File: src/rtl/trap_ctrl_pkg.sv
// Shared PC-select codes, trap vectors and small helpers for the trap controller.
package trap_ctrl_pkg;

  typedef enum logic [2:0] {
    PCSRC_SEQ = 3'b000,
    PCSRC_BR  = 3'b001,
    PCSRC_J   = 3'b010,
    PCSRC_JR  = 3'b011,
    PCSRC_IRQ = 3'b100,
    PCSRC_EXC = 3'b101
  } pcsrc_e;

  localparam logic [31:0] IRQ_VEC = 32'h8000_0004;
  localparam logic [31:0] EXC_VEC = 32'h8000_0008;

  // Kernel mode is the upper half of the address space.
  function automatic logic is_kernel(input logic [31:0] pc);
    return pc[31];
  endfunction

  // Return address of the following instruction, wrapping mod 2^32.
  function automatic logic [31:0] pc_plus4(input logic [31:0] pc);
    return pc + 32'd4;
  endfunction

endpackage

File: src/rtl/trap_ctrl_if.sv
// Control-decode side of the trap controller: decoder inputs and PC/EPC outputs.
interface trap_ctrl_if;
  logic [31:0] pc;
  logic [2:0]  dec_pcsrc;
  logic        illop;
  logic [2:0]  pcsrc;
  logic [31:0] epc;
  logic        epc_we;
  logic        squash;

  modport master (
    output pc, dec_pcsrc, illop,
    input  pcsrc, epc, epc_we, squash
  );

  modport slave (
    input  pc, dec_pcsrc, illop,
    output pcsrc, epc, epc_we, squash
  );
endinterface

File: src/rtl/trap_ctrl_irq_sync.sv
// Synchronizes the asynchronous timer IRQ and flags its rising edge for one cycle.
module trap_ctrl_irq_sync #(
  parameter int SYNC_STAGES = 2
) (
  input  logic clk,
  input  logic reset,
  input  logic irq,
  output logic irq_rise
);

  logic [SYNC_STAGES-1:0] sync_r;
  logic                   prev_r;

  // Synchronizer chain plus one delayed copy of its output for edge detection.
  always_ff @(posedge clk or negedge reset) begin
    if (!reset) begin
      sync_r <= {SYNC_STAGES{1'b0}};
      prev_r <= 1'b0;
    end else begin
      sync_r[0] <= irq;
      for (int i = 1; i < SYNC_STAGES; i++) begin
        sync_r[i] <= sync_r[i-1];
      end
      prev_r <= sync_r[SYNC_STAGES-1];
    end
  end

  assign irq_rise = sync_r[SYNC_STAGES-1] & ~prev_r;

endmodule

File: src/rtl/trap_ctrl.sv
// Trap controller: merges decoder next-PC select with timer IRQ and illegal-opcode traps.
module trap_ctrl
  import trap_ctrl_pkg::*;
#(
  parameter int SYNC_STAGES = 2,
  parameter int CNT_W       = 16
) (
  input  logic             clk,
  input  logic             reset,
  trap_ctrl_if.slave       bus,
  input  logic             irq,
  output logic             irq_ack,
  output logic             double_fault,
  output logic [CNT_W-1:0] irq_cnt,
  output logic [CNT_W-1:0] exc_cnt
);

  localparam logic [CNT_W-1:0] CNT_ONE = {{(CNT_W-1){1'b0}}, 1'b1};

  logic             irq_rise_s;
  logic             irq_pend_r;
  logic             double_fault_r;
  logic [CNT_W-1:0] irq_cnt_r;
  logic [CNT_W-1:0] exc_cnt_r;

  logic [2:0]       pcsrc_s;
  logic [31:0]      epc_s;
  logic             epc_we_s;
  logic             squash_s;
  logic             irq_ack_s;
  logic             take_exc_s;
  logic             take_irq_s;
  logic             set_df_s;

  trap_ctrl_irq_sync #(
    .SYNC_STAGES (SYNC_STAGES)
  ) u_irq_sync (
    .clk      (clk),
    .reset    (reset),
    .irq      (irq),
    .irq_rise (irq_rise_s)
  );

  // Priority decision: exception over interrupt over the decoder's own select.
  // Decisions are zero-latency; reset is folded in so nothing is taken while held.
  always_comb begin
    pcsrc_s    = PCSRC_SEQ;
    epc_s      = pc_plus4(bus.pc);
    epc_we_s   = 1'b0;
    squash_s   = 1'b0;
    irq_ack_s  = 1'b0;
    take_exc_s = 1'b0;
    take_irq_s = 1'b0;
    set_df_s   = 1'b0;
    if (!reset) begin
      pcsrc_s = PCSRC_SEQ;
    end else if (bus.illop) begin
      pcsrc_s    = PCSRC_EXC;
      squash_s   = 1'b1;
      take_exc_s = 1'b1;
      // A fault inside the handler must not overwrite the EPC of the first trap.
      if (is_kernel(bus.pc)) begin
        set_df_s = 1'b1;
      end else begin
        epc_we_s = 1'b1;
      end
    end else if (irq_pend_r && !is_kernel(bus.pc)) begin
      // EPC is the interrupted instruction itself so jr $26 re-executes it.
      pcsrc_s    = PCSRC_IRQ;
      epc_s      = bus.pc;
      epc_we_s   = 1'b1;
      squash_s   = 1'b1;
      irq_ack_s  = 1'b1;
      take_irq_s = 1'b1;
    end else begin
      pcsrc_s = bus.dec_pcsrc;
    end
  end

  // Pending IRQ, sticky double-fault flag and wrapping event counters.
  always_ff @(posedge clk or negedge reset) begin
    if (!reset) begin
      irq_pend_r     <= 1'b0;
      double_fault_r <= 1'b0;
      irq_cnt_r      <= {CNT_W{1'b0}};
      exc_cnt_r      <= {CNT_W{1'b0}};
    end else begin
      irq_pend_r <= (irq_pend_r & ~take_irq_s) | irq_rise_s;
      if (set_df_s) begin
        double_fault_r <= 1'b1;
      end
      if (take_exc_s) begin
        exc_cnt_r <= exc_cnt_r + CNT_ONE;
      end
      if (take_irq_s) begin
        irq_cnt_r <= irq_cnt_r + CNT_ONE;
      end
    end
  end

  assign bus.pcsrc    = pcsrc_s;
  assign bus.epc      = epc_s;
  assign bus.epc_we   = epc_we_s;
  assign bus.squash   = squash_s;
  assign irq_ack      = irq_ack_s;
  assign double_fault = double_fault_r;
  assign irq_cnt      = irq_cnt_r;
  assign exc_cnt      = exc_cnt_r;

endmodule

File: src/flat_wrapper.sv
// flat-port wrapper written by rule: the top's interface ports become plain ports
module trap_ctrl_flat import trap_ctrl_pkg::*;
#(
  parameter int SYNC_STAGES = 2,
  parameter int CNT_W       = 16
)
  (clk, reset, irq, irq_ack, double_fault, irq_cnt, exc_cnt, bus_pc, bus_dec_pcsrc, bus_illop, bus_pcsrc, bus_epc, bus_epc_we, bus_squash);
  trap_ctrl_if bus_i ();
  input  logic clk;
  input  logic reset;
  input  logic irq;
  output logic irq_ack;
  output logic double_fault;
  output logic [CNT_W-1:0] irq_cnt;
  output logic [CNT_W-1:0] exc_cnt;
  input wire logic [$bits(bus_i.pc)-1:0] bus_pc;
  input wire logic [$bits(bus_i.dec_pcsrc)-1:0] bus_dec_pcsrc;
  input wire logic [$bits(bus_i.illop)-1:0] bus_illop;
  output wire logic [$bits(bus_i.pcsrc)-1:0] bus_pcsrc;
  output wire logic [$bits(bus_i.epc)-1:0] bus_epc;
  output wire logic [$bits(bus_i.epc_we)-1:0] bus_epc_we;
  output wire logic [$bits(bus_i.squash)-1:0] bus_squash;
  assign bus_i.pc = bus_pc;
  assign bus_i.dec_pcsrc = bus_dec_pcsrc;
  assign bus_i.illop = bus_illop;
  assign bus_pcsrc = bus_i.pcsrc;
  assign bus_epc = bus_i.epc;
  assign bus_epc_we = bus_i.epc_we;
  assign bus_squash = bus_i.squash;
  trap_ctrl #(.SYNC_STAGES(SYNC_STAGES), .CNT_W(CNT_W)) u_core (.clk(clk), .reset(reset), .bus(bus_i), .irq(irq), .irq_ack(irq_ack), .double_fault(double_fault), .irq_cnt(irq_cnt), .exc_cnt(exc_cnt));
endmodule
File: config.mk
export PLATFORM = sky130hd
export DESIGN_NAME = trap_ctrl_flat
export DESIGN_NICKNAME = d
export VERILOG_FILES = /design/src/rtl/trap_ctrl_pkg.sv /design/src/rtl/trap_ctrl_if.sv /design/src/rtl/trap_ctrl_irq_sync.sv /design/src/rtl/trap_ctrl.sv /design/src/flat_wrapper.sv
export SDC_FILE = /design/constraint.sdc
export NUM_CORES = 1
export LEC_CHECK = 0
export ABC_CLOCK_PERIOD_IN_PS = 1900
export CORE_MARGIN = 2
export CORE_UTILIZATION = 32
export CTS_BUF_LIST = sky130_fd_sc_hd__clkbuf_4 sky130_fd_sc_hd__clkbuf_8 sky130_fd_sc_hd__clkbuf_16
export DETAILED_ROUTE_END_ITERATION = 7
export GPL_TIMING_DRIVEN = 0
export PLACE_DENSITY = 0.64
export SLEW_MARGIN = 20
export SYNTH_ARGS = -nofsm -noshare
export SYNTH_HDL_FRONTEND = slang
export SYNTH_SLANG_ARGS = --single-unit
File: constraint.sdc
create_clock -name clk -period 1.9 [get_ports clk]
set_input_delay 0.38 -clock clk [delete_from_list [all_inputs] [get_ports clk]]
set_output_delay 0.38 -clock clk [all_outputs]
set_load 0.01 [all_outputs]
==> results.md <==
- Outcome: finished, violations left
- Switching power share of the total: 0.3093
- Synthesized area: 0.002306 mm2
- First-pass DRT Iterations: 4
- Worst-skew pair later-pin latency: about 0.28 ns
- GPL Wtd Cong: 0.8480
- Final worst-path cycle share: 1.164
- Non-Filler Instances: between 400 and 500
- Crit Path Class: flip-flop to primary output
- Rows: 30
- Footprint of the multi-input gates: approximately 0.0014 mm2
- Number of synthesized flops with an enable pin: 0
- CTS tree: yes
- FF+latch area: 925.9 um2
- Class of the worst hold path: primary input to asynchronous set/reset pin
- Port bufs: between 100 and 150
- Die Ht: 88.89 um
- Critical path arrival: 1.83 ns
- Distinct cells, synth: 37
- Combinational power share: 0.322
- Met2 Use GR: 0.2904
- Inserted Diodes: 0
- Initial antenna violation count: 0
- Placed Cells: around 440
- Slew @ Worst Pin: a little under 0.7 ns
- Vias in the first global route: 2290
- First-pass GRT wire length: approximately 10 mm
- Total CTS buffers: 5
- Final wirelength: 6.895 mm
- Post-Route Skew: around 0.004 ns
- Slowest library cell on the worst path: dfrtp_1
- GRT Total Usage: 0.1681
- Max transition margin: 0.5398
- Vias per cell: 4.760
- Total power: 2.401 mW
- CTS clk-pin slew, worst paths: about 0.070 ns
- CTS Sinks: 37
- Delay-heaviest family, CP: simple AND/OR/NAND/NOR gates
- CP cell instances: nor2b_4 -> nand3b_4 -> inv_8 -> nor3b_4 -> buf_6 -> buf_4 -> nand4_1 -> xnor2_1 -> buf_2
- Worst setup SP type: flip-flop
- Detail Route Antenna Nets: 0
- # fillers: 645
- RSZ-0062 raised after global routing: true
- Nets: 425
- Worst path bufs/invs: 4
- DRC Markers: 0
- Reg power frac: 0.433
- Total nets after synthesis: 277
- Syn Inst Count: 235
- Max IR drop VDD: 392.7 uV
- Max Clock Freq: about 0.45 GHz
- Net Sw Power: 0.7425 mW
- Failing checks: negative setup slack
- Primary FF master, synth: dfrtp_1
- CP Max Fanout: 6
- Die area: 0.007901 mm2
- M1 GR Usage: 0.2121
- Max clock buf depth: 2
- Finish-stage setup viols: 33
- Total of max-cap violations: 0
- Final core occ: 0.5628
- WP data required: 1.52 ns
- Slowest Stage Delay on Critical Path: roughly 0.38 ns
- CP endpoint kind: primary output
- Final setup margin: -0.3114 ns
- P&R area growth vs syn: 67.66%
- PD cells: 620.9 mW/mm2
- Internal power: 1.658 mW
- Wire per inst: between 10 and 15 um
- Starting DRT DRC Count: a little over 60
- H-tree Lvls: 2
- Fin area: 0.003866 mm2
- Tmin final: 2.211 ns
- Total gr overflow: 0
- HPWL after detailed placement: 4.716 mm
- LEAKAGE: 1.761 nW
- Clock Root Buffer: clkbuf_8
- Final Max Tran Viols: 0
- Clock power share: 0.246
- Initial core utilization: 0.3357
- Fraction of registers with async set/reset: 1.000
- Yosys warns: 0
- Share of cells above drive strength 1: 0.2943
- Grt peak-use layer: met2
- Final hold vios: 0
- Area after DPL: around 0.0035 mm2
- DR vias: 2285
- Mean area per synthesized cell: 9.813 um2
- Core area: just under 0.007 mm2
- Die X: 88.89 um
- Top Ports: 110
- Sequential share of the synthesized area: 0.4015
- M3 GR Usage: 0.03878
- Largest net degree at the start of global routing: 16
- Synthesized flop and latch total: 37
==> layout by cell type, fill, tap and decap left out, types with 2 or more instances in the layout <==
master           count
and3_1              10
and4_4               2
buf_2               30
buf_4               25
buf_6               13
clkbuf_2             4
clkbuf_8             7
clkdlybuf4s15_1      4
clkdlybuf4s15_2      3
clkdlybuf4s50_1     42
dfrtp_1             37
dlygate4sd2_1       22
ha_1                 3
inv_1                4
nand2_1             27
nand2_2              3
nand3_1             15
nand3_2              3
nand3_4              2
nand4_1             22
nand4_4              2
nand4b_1             2
nor2_1              11
nor3_1               4
nor3_4               2
xnor2_1             43
xor2_1              14
==> final timing paths <==
check | start | to | slack [ns] | cells past startpoint
hold reg to reg | u_core.u_irq_sync.sync_r[0]$_DFF_PN0_ | u_core.u_irq_sync.sync_r[1]$_DFF_PN0_ | 0.36 | 0
min in group clk | u_core.u_irq_sync.sync_r[0]$_DFF_PN0_ | u_core.u_irq_sync.sync_r[1]$_DFF_PN0_ | 0.36 | 0
setup reg to reg | u_core.exc_cnt[3]$_DFFE_PN0P_ | u_core.exc_cnt[15]$_DFFE_PN0P_ | 0.39 | 4
setup / recovery | u_core.irq_pend_r$_DFF_PN0_ | bus_epc[16] | -0.31 | 9
max in group asynchronous | reset | u_core.irq_cnt[1]$_DFFE_PN0P_ | 0.77 | 2
hold / removal | reset | u_core.exc_cnt[2]$_DFFE_PN0P_ | 0.12 | 3
==> Yosys cell counts, types with 2 or more instances <==
library cell | count | area (um2)
nor3_1 | 4 | 20.02
o21ai_0 | 2 | 10.01
nor3_4 | 2 | 32.53
nand4b_1 | 2 | 17.52
nor4_2 | 2 | 25.02
and4_1 | 3 | 26.28
xor2_1 | 14 | 122.6
ha_1 | 3 | 37.54
inv_1 | 4 | 15.01
nand4_1 | 22 | 137.6
xnor2_1 | 44 | 385.4
and3_1 | 11 | 68.82
buf_2 | 2 | 10.01
nand2_1 | 30 | 112.6
dfrtp_1 | 37 | 925.9
buf_4 | 4 | 30.03
nor2_1 | 11 | 41.29
nand3_1 | 19 | 95.09
==> state kept, by name, indices dropped and copies added (netlist names) <==
register / cells
u_core.exc_cnt: 16
u_core.irq_cnt: 16
u_core.u_irq_sync.sync_r: 2
u_core.double_fault: 1
u_core.irq_pend_r: 1
u_core.u_irq_sync.prev_r: 1
==> layout make-up <==
type                            count  area share
Sequential cell                    37      0.2395
Timing Repair Buffer              141      0.3178
Buffer                              8     0.01845
Clock inverter                      1    0.001294
Inverter                            5    0.006796
Clock buffer                        7     0.02492
Multi-Input combinational cell    185      0.3602
Tap cell                           96     0.03107
==> power groups by stage <==
stage | Clock [mW] | Sequential, mW | Combinational [mW]
4_1_cts | 0.612 | 1.04 | 0.769
3_3_place_gp | 0 | 1.05 | 0.768
6_report | 0.590 | 1.04 | 0.772
5_1_grt | 0.643 | 1.06 | 0.846
3_5_place_dp | 0 | 1.06 | 0.779
2_1_floorplan | 0 | 1.07 | 0.278
==> timing repair <==
action,4_1_cts,5_1_grt
pin swaps,20,17
endpoints found under the hold margin,15,0
setup buffers,25,7
gates resized for setup,195,14
cloned,1,0
hold buffers,1,0
setup endpoints to repair,39,32
==> per-stage QoR <==
step           hold slack, ns  setup TNS, ns  worst slack [ns]
6_report               0.1215         -6.606           -0.3114
5_1_grt                0.1236         -9.755           -0.4203
4_1_cts                0.1200         -5.688           -0.3481
3_5_place_dp           0.3305         -39.85            -1.215
3_3_place_gp           0.3330        -146.41            -2.511
2_1_floorplan         0.08441              0           0.04780
==> kinds of logic (layout without fill, tap and decap cells) <==
group                      count (synthesis)  after routing  synth area share
AOI/OAI and AO/OA                          5              5           0.01302
and+or+nand+nor                          117            117            0.3049
xor gates and xnor gates                  58             58            0.2203
DFF                                       37             37            0.4015
buffers and inverters                     13            162           0.03418
muxes                                      2              2          0.009766
adders and majority gates                  3              3           0.01628
==> worst min-delay path: cells and delay by family <==
family	cells	cell delay (ns)
buffers and inverters	3	0.37
==> metal layers <==
layer	vias to the layer above	wire length, um
met2	106	3298
met4	0	23
met5	-	0
met3	2	653
met1	1068	2920
li1	1109	-
No activity file was read; power rests on OpenSTA's default activity.
==> variant 1 (config.mk and constraints unchanged) <==
`SYNC_STAGES` is set to 2 in 3 places; all go to 4.
--- a/src/rtl/trap_ctrl_irq_sync.sv
+++ b/src/rtl/trap_ctrl_irq_sync.sv
@@ -2,3 +2,3 @@
 module trap_ctrl_irq_sync #(
-  parameter int SYNC_STAGES = 2
+  parameter int SYNC_STAGES = 4
 ) (
--- a/src/rtl/trap_ctrl.sv
+++ b/src/rtl/trap_ctrl.sv
@@ -4,3 +4,3 @@
 #(
-  parameter int SYNC_STAGES = 2,
+  parameter int SYNC_STAGES = 4,
   parameter int CNT_W       = 16
--- a/src/flat_wrapper.sv
+++ b/src/flat_wrapper.sv
@@ -3,3 +3,3 @@
 #(
-  parameter int SYNC_STAGES = 2,
+  parameter int SYNC_STAGES = 4,
   parameter int CNT_W       = 16
Formal check against the unedited RTL: not equivalent (Yosys sat finds a counterexample within 4 cycles, from zero or initial values and one cycle with reset low).
==> variant 1 against the original RTL <==
- the run ends with negative hold slack, negative setup slack left
- final area fell by 1.0%
- clock skew rose by 0.0043 ns
- global-route usage fell by 1.2 points
- wire length fell by 11%
- power fell by 0.87%
- sequential cell count rose by 2
- setup slack improved by 0.019 ns
- critical path depth fell by 1
- synthesized area rose by 0.38%
- critical endpoint is now bus_epc[26]
- largest power group unchanged
- highest routed layer unchanged
==> variant 1: results (changes against the original RTL) <==
metric	value	unit	change
r2r_setup_slack	0.20	ns	-0.19 ns
drive_gt1_frac	0.340		+0.0461
syn-num-nets	277		unchanged
r2r_end	u_core.irq_cnt[15]		
vdd_ir_drop_max	453	uV	+15%
grt_max_degree	17		+1
yosys.cell_types.count	35		-5.4%
grt_first_pass_wirelength	9.77	mm	-6.9%
grtUsageMet2	0.275		-0.0149
reg2reg_from	u_core.irq_pend_r		
holdWs	-0.0271	ns	-0.149 ns
yosys_warnings	0		unchanged
p_leak	0.00175	uW	-0.52%
grt_pass1_vias	2123		-7.3%
grt_use_met3	0.0342		-0.00462
skew	0.00827	ns	+0.00430 ns
setup_ws	-0.292	ns	+0.0194 ns
ys_seq_area_frac	0.422		+0.0201
dr.first_iter.drc_count	28		-55%
violations	negative hold slack, negative setup slack		
placed_area	0.00352	mm^2	+0.43%
yosys-top-cells-count	xnor2_1 (42), dfrtp_1 (39), nand2_1 (24), nand3_1 (23), xor2_1 (16)		
hold_viol_final	10		+10
rr_worst_depth	9		+5
tightest_slew	0.642	ns	-0.0461 ns
finalWirelength	6.14	mm	-11%
pre_cts_slack	-1.33	ns	-0.117 ns
insertion_delay	0.29	ns	
avgViaCountPerCell	4.66		-2.2%
critical_path.max_fanout	8		+2
synth_area_leaders	dfrtp_1 (42%), xnor2_1 (16%), xor2_1 (6.1%)		
port_buffers	107		+0.94%
finalSetupViolCount	25		-24%
async_flop_share	1.00		unchanged
arrival	1.81	ns	-0.02 ns
dp_hpwl	4.37	mm	-7.2%
nNetsFinal	420		-1.2%
cts_buffers	5		unchanged
status	finished with violations		
track_usage	0.156		-0.0122
gp_congestion	0.748		-12%
slowest_delay	0.40	ns	+0.02 ns
gr-usage-met1	0.188		-0.0242
variant 1: cell types whose count changed in the layout (fill, tap and decap cells not counted), moves of 4 or more:
cell	change
and2_1	+5
and3_1	-4
clkbuf_2	+11
dlygate4sd2_1	-15
inv_1	+5
nand2_1	-5
nand4_1	-8
nor2_1	-5
nor3_1	+6
xnor2_1	-4
variant 1: timing repair:
| item | in CTS | in global routing |
|---|---|---|
| gates cloned | 2 | 0 |
| gates resized for setup | 182 | 98 |
| endpoints found under the hold margin | 14 | 10 |
| setup buffers | 12 | 14 |
| endpoints found under the setup margin | 37 | 32 |
| pin swaps | 18 | 25 |
variant 1: per-stage QoR:
stage | util | hold slack [ns] | total power (uW) | TNS (ns) | std cells
2_1_floorplan | - | 0.0844 | 1380 | 0 | 235
3_3_place_gp | 0.492 | 0.332 | 1840 | -156.95 | 441
3_5_place_dp | 0.494 | 0.317 | 1850 | -38.50 | 442
4_1_cts | 0.521 | -0.0375 | 2400 | -5.32 | 465
5_1_grt | 0.536 | -0.0417 | 2530 | -7.36 | 478
6_report | 0.536 | -0.0271 | 2380 | -4.18 | 478
variant 1: how the worst max path moves through the flow:
stage                                  from     endpoint  slack [ns]
after global placement                reset  bus_epc[26]       -2.73
final                     u_core.irq_pend_r  bus_epc[26]       -0.29
after detailed placement          bus_illop  bus_epc[26]       -1.33
after global routing      u_core.irq_pend_r  bus_epc[26]       -0.45
after CTS                 u_core.irq_pend_r  bus_epc[26]       -0.33
after floorplan                   bus_illop  bus_epc[26]      0.0005
variant 1: critical path: cells and delay by family, from the launching register on:
| family | cells | cell delay, ns |
|---|---|---|
| and+or+nand+nor | 3 | 0.43 |
| DFF | 1 | 0.40 |
| buffers and inverters | 4 | 0.52 |
| xor gates and xnor gates | 1 | 0.18 |
variant 1: cell type report:
cell class	count	area (um^2)
clock buffer	6	76.3
inverter	10	40.0
buffer	6	57.6
multi-input combinational	180	1390
fill	677	3310
tap	99	124
clock inverter	2	12.5
timing repair buffer	136	1150
sequential	39	976
variant 1: layer usage:
| metal | up-vias | wire, um |
|---|---|---|
| met1 | 1060 | 2570 |
| met3 | 6 | 404 |
| met5 | - | 0 |
| li1 | 1089 | - |
| met2 | 71 | 3080 |
| met4 | 0 | 80 |
variant 1: logic make-up after synthesis:
group	share of synthesized area
AOI/OAI and AO/OA	0.0130
xor gates and xnor gates	0.219
adders and majority gates	0.0162
buffers and inverters	0.0389
DFF	0.422
muxes	0.00973
and+or+nand+nor	0.281
variant 1: report_power, final:
part / total [uW] / leakage (uW) / internal, uW / switching (uW)
logic: 742 / 0.00123 / 429 / 312
clock network: 560 / 0.0000446 / 271 / 289
registers: 1080 / 0.000472 / 937 / 142
total: 2380 / 0.00175 / 1640 / 743
==> variant 2 (same settings) <==
Made on the original files. Make the reset (`reset`) synchronous in 2 clocked blocks. Comments in the files are not updated.
--- a/src/rtl/trap_ctrl_irq_sync.sv
+++ b/src/rtl/trap_ctrl_irq_sync.sv
@@ -14,3 +14,3 @@
   // Synchronizer chain plus one delayed copy of its output for edge detection.
-  always_ff @(posedge clk or negedge reset) begin
+  always_ff @(posedge clk) begin
     if (!reset) begin
--- a/src/rtl/trap_ctrl.sv
+++ b/src/rtl/trap_ctrl.sv
@@ -80,3 +80,3 @@
   // Pending IRQ, sticky double-fault flag and wrapping event counters.
-  always_ff @(posedge clk or negedge reset) begin
+  always_ff @(posedge clk) begin
     if (!reset) begin
Check against the original RTL: differs if reset is asserted again (counterexample within 4 cycles, from zero or initial values and one cycle with reset low); with reset held inactive, the same outputs for 10 cycles.
==> variant 2 against the original RTL <==
- the flow still finishes with violations (negative setup slack)
- synthesized area decreased by 0.49%
- final area up 4.8%
- wire length rose by 16%
- register-to-register slack worse by 0.25 ns
- setup slack better by 0.039 ns
- sequential cell count unchanged
- critical path type unchanged
- highest routed layer unchanged
Power is not compared: it rests on default switching activity, and its combinational part moved more than twofold at a synthesized area within 25%.
==> variant 2: results (changes against the original RTL) <==
metric	value	unit	change
status	finished with violations		
violations	negative setup slack		
pre_cts_slack	-1.30	ns	-0.0852 ns
rr_worst_depth	7		+3
gr-usage-met1	0.215		+0.00329
startpoint	u_core.irq_pend_r		
track_usage	0.183		+0.0146
grt_first_pass_wirelength	11.4	mm	+8.9%
holdBufCountCts	0		-1
cts-root-buf	clkbuf_8		
ys_seq_area_frac	0.323		-0.0787
synth_area_leaders	dfxtp_1 (32%), xnor2_1 (11%), nand2_1 (5.7%)		
skew	0.00183	ns	-0.00215 ns
holdWs	0.420	ns	+0.299 ns
setup_ws	-0.273	ns	+0.0388 ns
met2WireLength	3.92	mm	+19%
arrival	1.79	ns	-0.04 ns
dp_hpwl	5.07	mm	+7.6%
finalWirelength	8.00	mm	+16%
routed-via-count	2654		+16%
async_flop_share	0		-1.00
fill_cells	613		-5.0%
wl_met1	3.19	mm	+9.4%
crit_family	simple AND/OR/NAND/NOR gates		
relSlewSlack	0.619		+0.0793
grtUsageMet2	0.319		+0.0285
yosys-top-cells-count	dfxtp_1 (37), nand2_1 (35), xnor2_1 (28), nand3_1 (22), nor2_1 (22)		
cts-htree-levels	2		unchanged
r2r_setup_slack	0.14	ns	-0.25 ns
gp_congestion	0.909		+7.2%
r2r_end	u_core.irq_cnt[12]		
syn-num-nets	328		+18%
grt_use_met3	0.0448		+0.00599
grt_pass1_vias	2441		+6.6%
critical_path.endpoint	bus_epc[25]		
slowest_delay	0.37	ns	
nNetsFinal	466		+9.6%
drive_gt1_frac	0.336		+0.0422
grt_max_degree	14		-2
critical_path.max_fanout	5		-1
cpMaxStageDelayCell	dfxtp_4		
hp-class	input port to flip-flop		
finalSetupViolCount	24		-27%
dr.first_iter.drc_count	49		-21%
yosys.cell_types.count	35		-5.4%
## variant 2: changes by cell type in the layout (fill, tap and decap cells not counted), sizes merged, moves of 7 or more
cell	before	now
a21oi	1	11
dfrtp	37	0
dfxtp	0	37
dlygate4sd2	22	11
mux2i	0	9
nor2	12	22
nor4	2	9
xnor2	44	28
## variant 2: worst register-to-register path, stage by stage (launching register included)
cell	delay, ns
dfxtp_4	0.38
nand4bb_4	0.12
buf_4	0.19
inv_8	0.08
buf_4	0.11
nand3_1	0.20
nor4_1	0.35
mux2i_1	0.26
## variant 2: final cells by class
type                    instances  area (um^2)  share of cell area
repair buffers                133         1170               0.288
well taps                      96          120              0.0296
clock buffers                   8         91.3              0.0225
inverters                       7         38.8             0.00957
plain buffers                  12          121              0.0299
flip-flops and latches         37          744               0.184
multi-input cells             228         1770               0.437
## variant 2: what timing repair did
item                       CTS  global route
setup endpoints to repair   39            30
cloned                       2             0
pin swaps                   40            26
resized for setup          300            36
setup buffers               11            15
## variant 2: kinds of logic (layout without fill, tap and decap cells)
family                   after synthesis  in the layout  share of synthesized area
AO/OA/AOI/OAI                         19             19                     0.0425
XOR/XNOR                              43             43                      0.164
adder cells (fa/ha/maj)                3              3                     0.0164
buffers and inverters                 21            160                     0.0425
flip-flops                            37             37                      0.323
multiplexers                          10             10                     0.0442
AND/OR/NAND/NOR                      153            153                      0.368
## variant 2: through the flow
step,utilization,power (uW),instance area (um^2),cells,TNS (ns)
2_1_floorplan,-,938,2290,286,0
3_3_place_gp,0.506,1160,3480,488,-40.07
3_5_place_dp,0.506,1160,3480,488,-40.74
4_1_cts,0.559,1720,3840,508,-3.05
5_1_grt,0.590,1810,4050,521,-4.86
6_report,0.590,1730,4050,521,-3.39
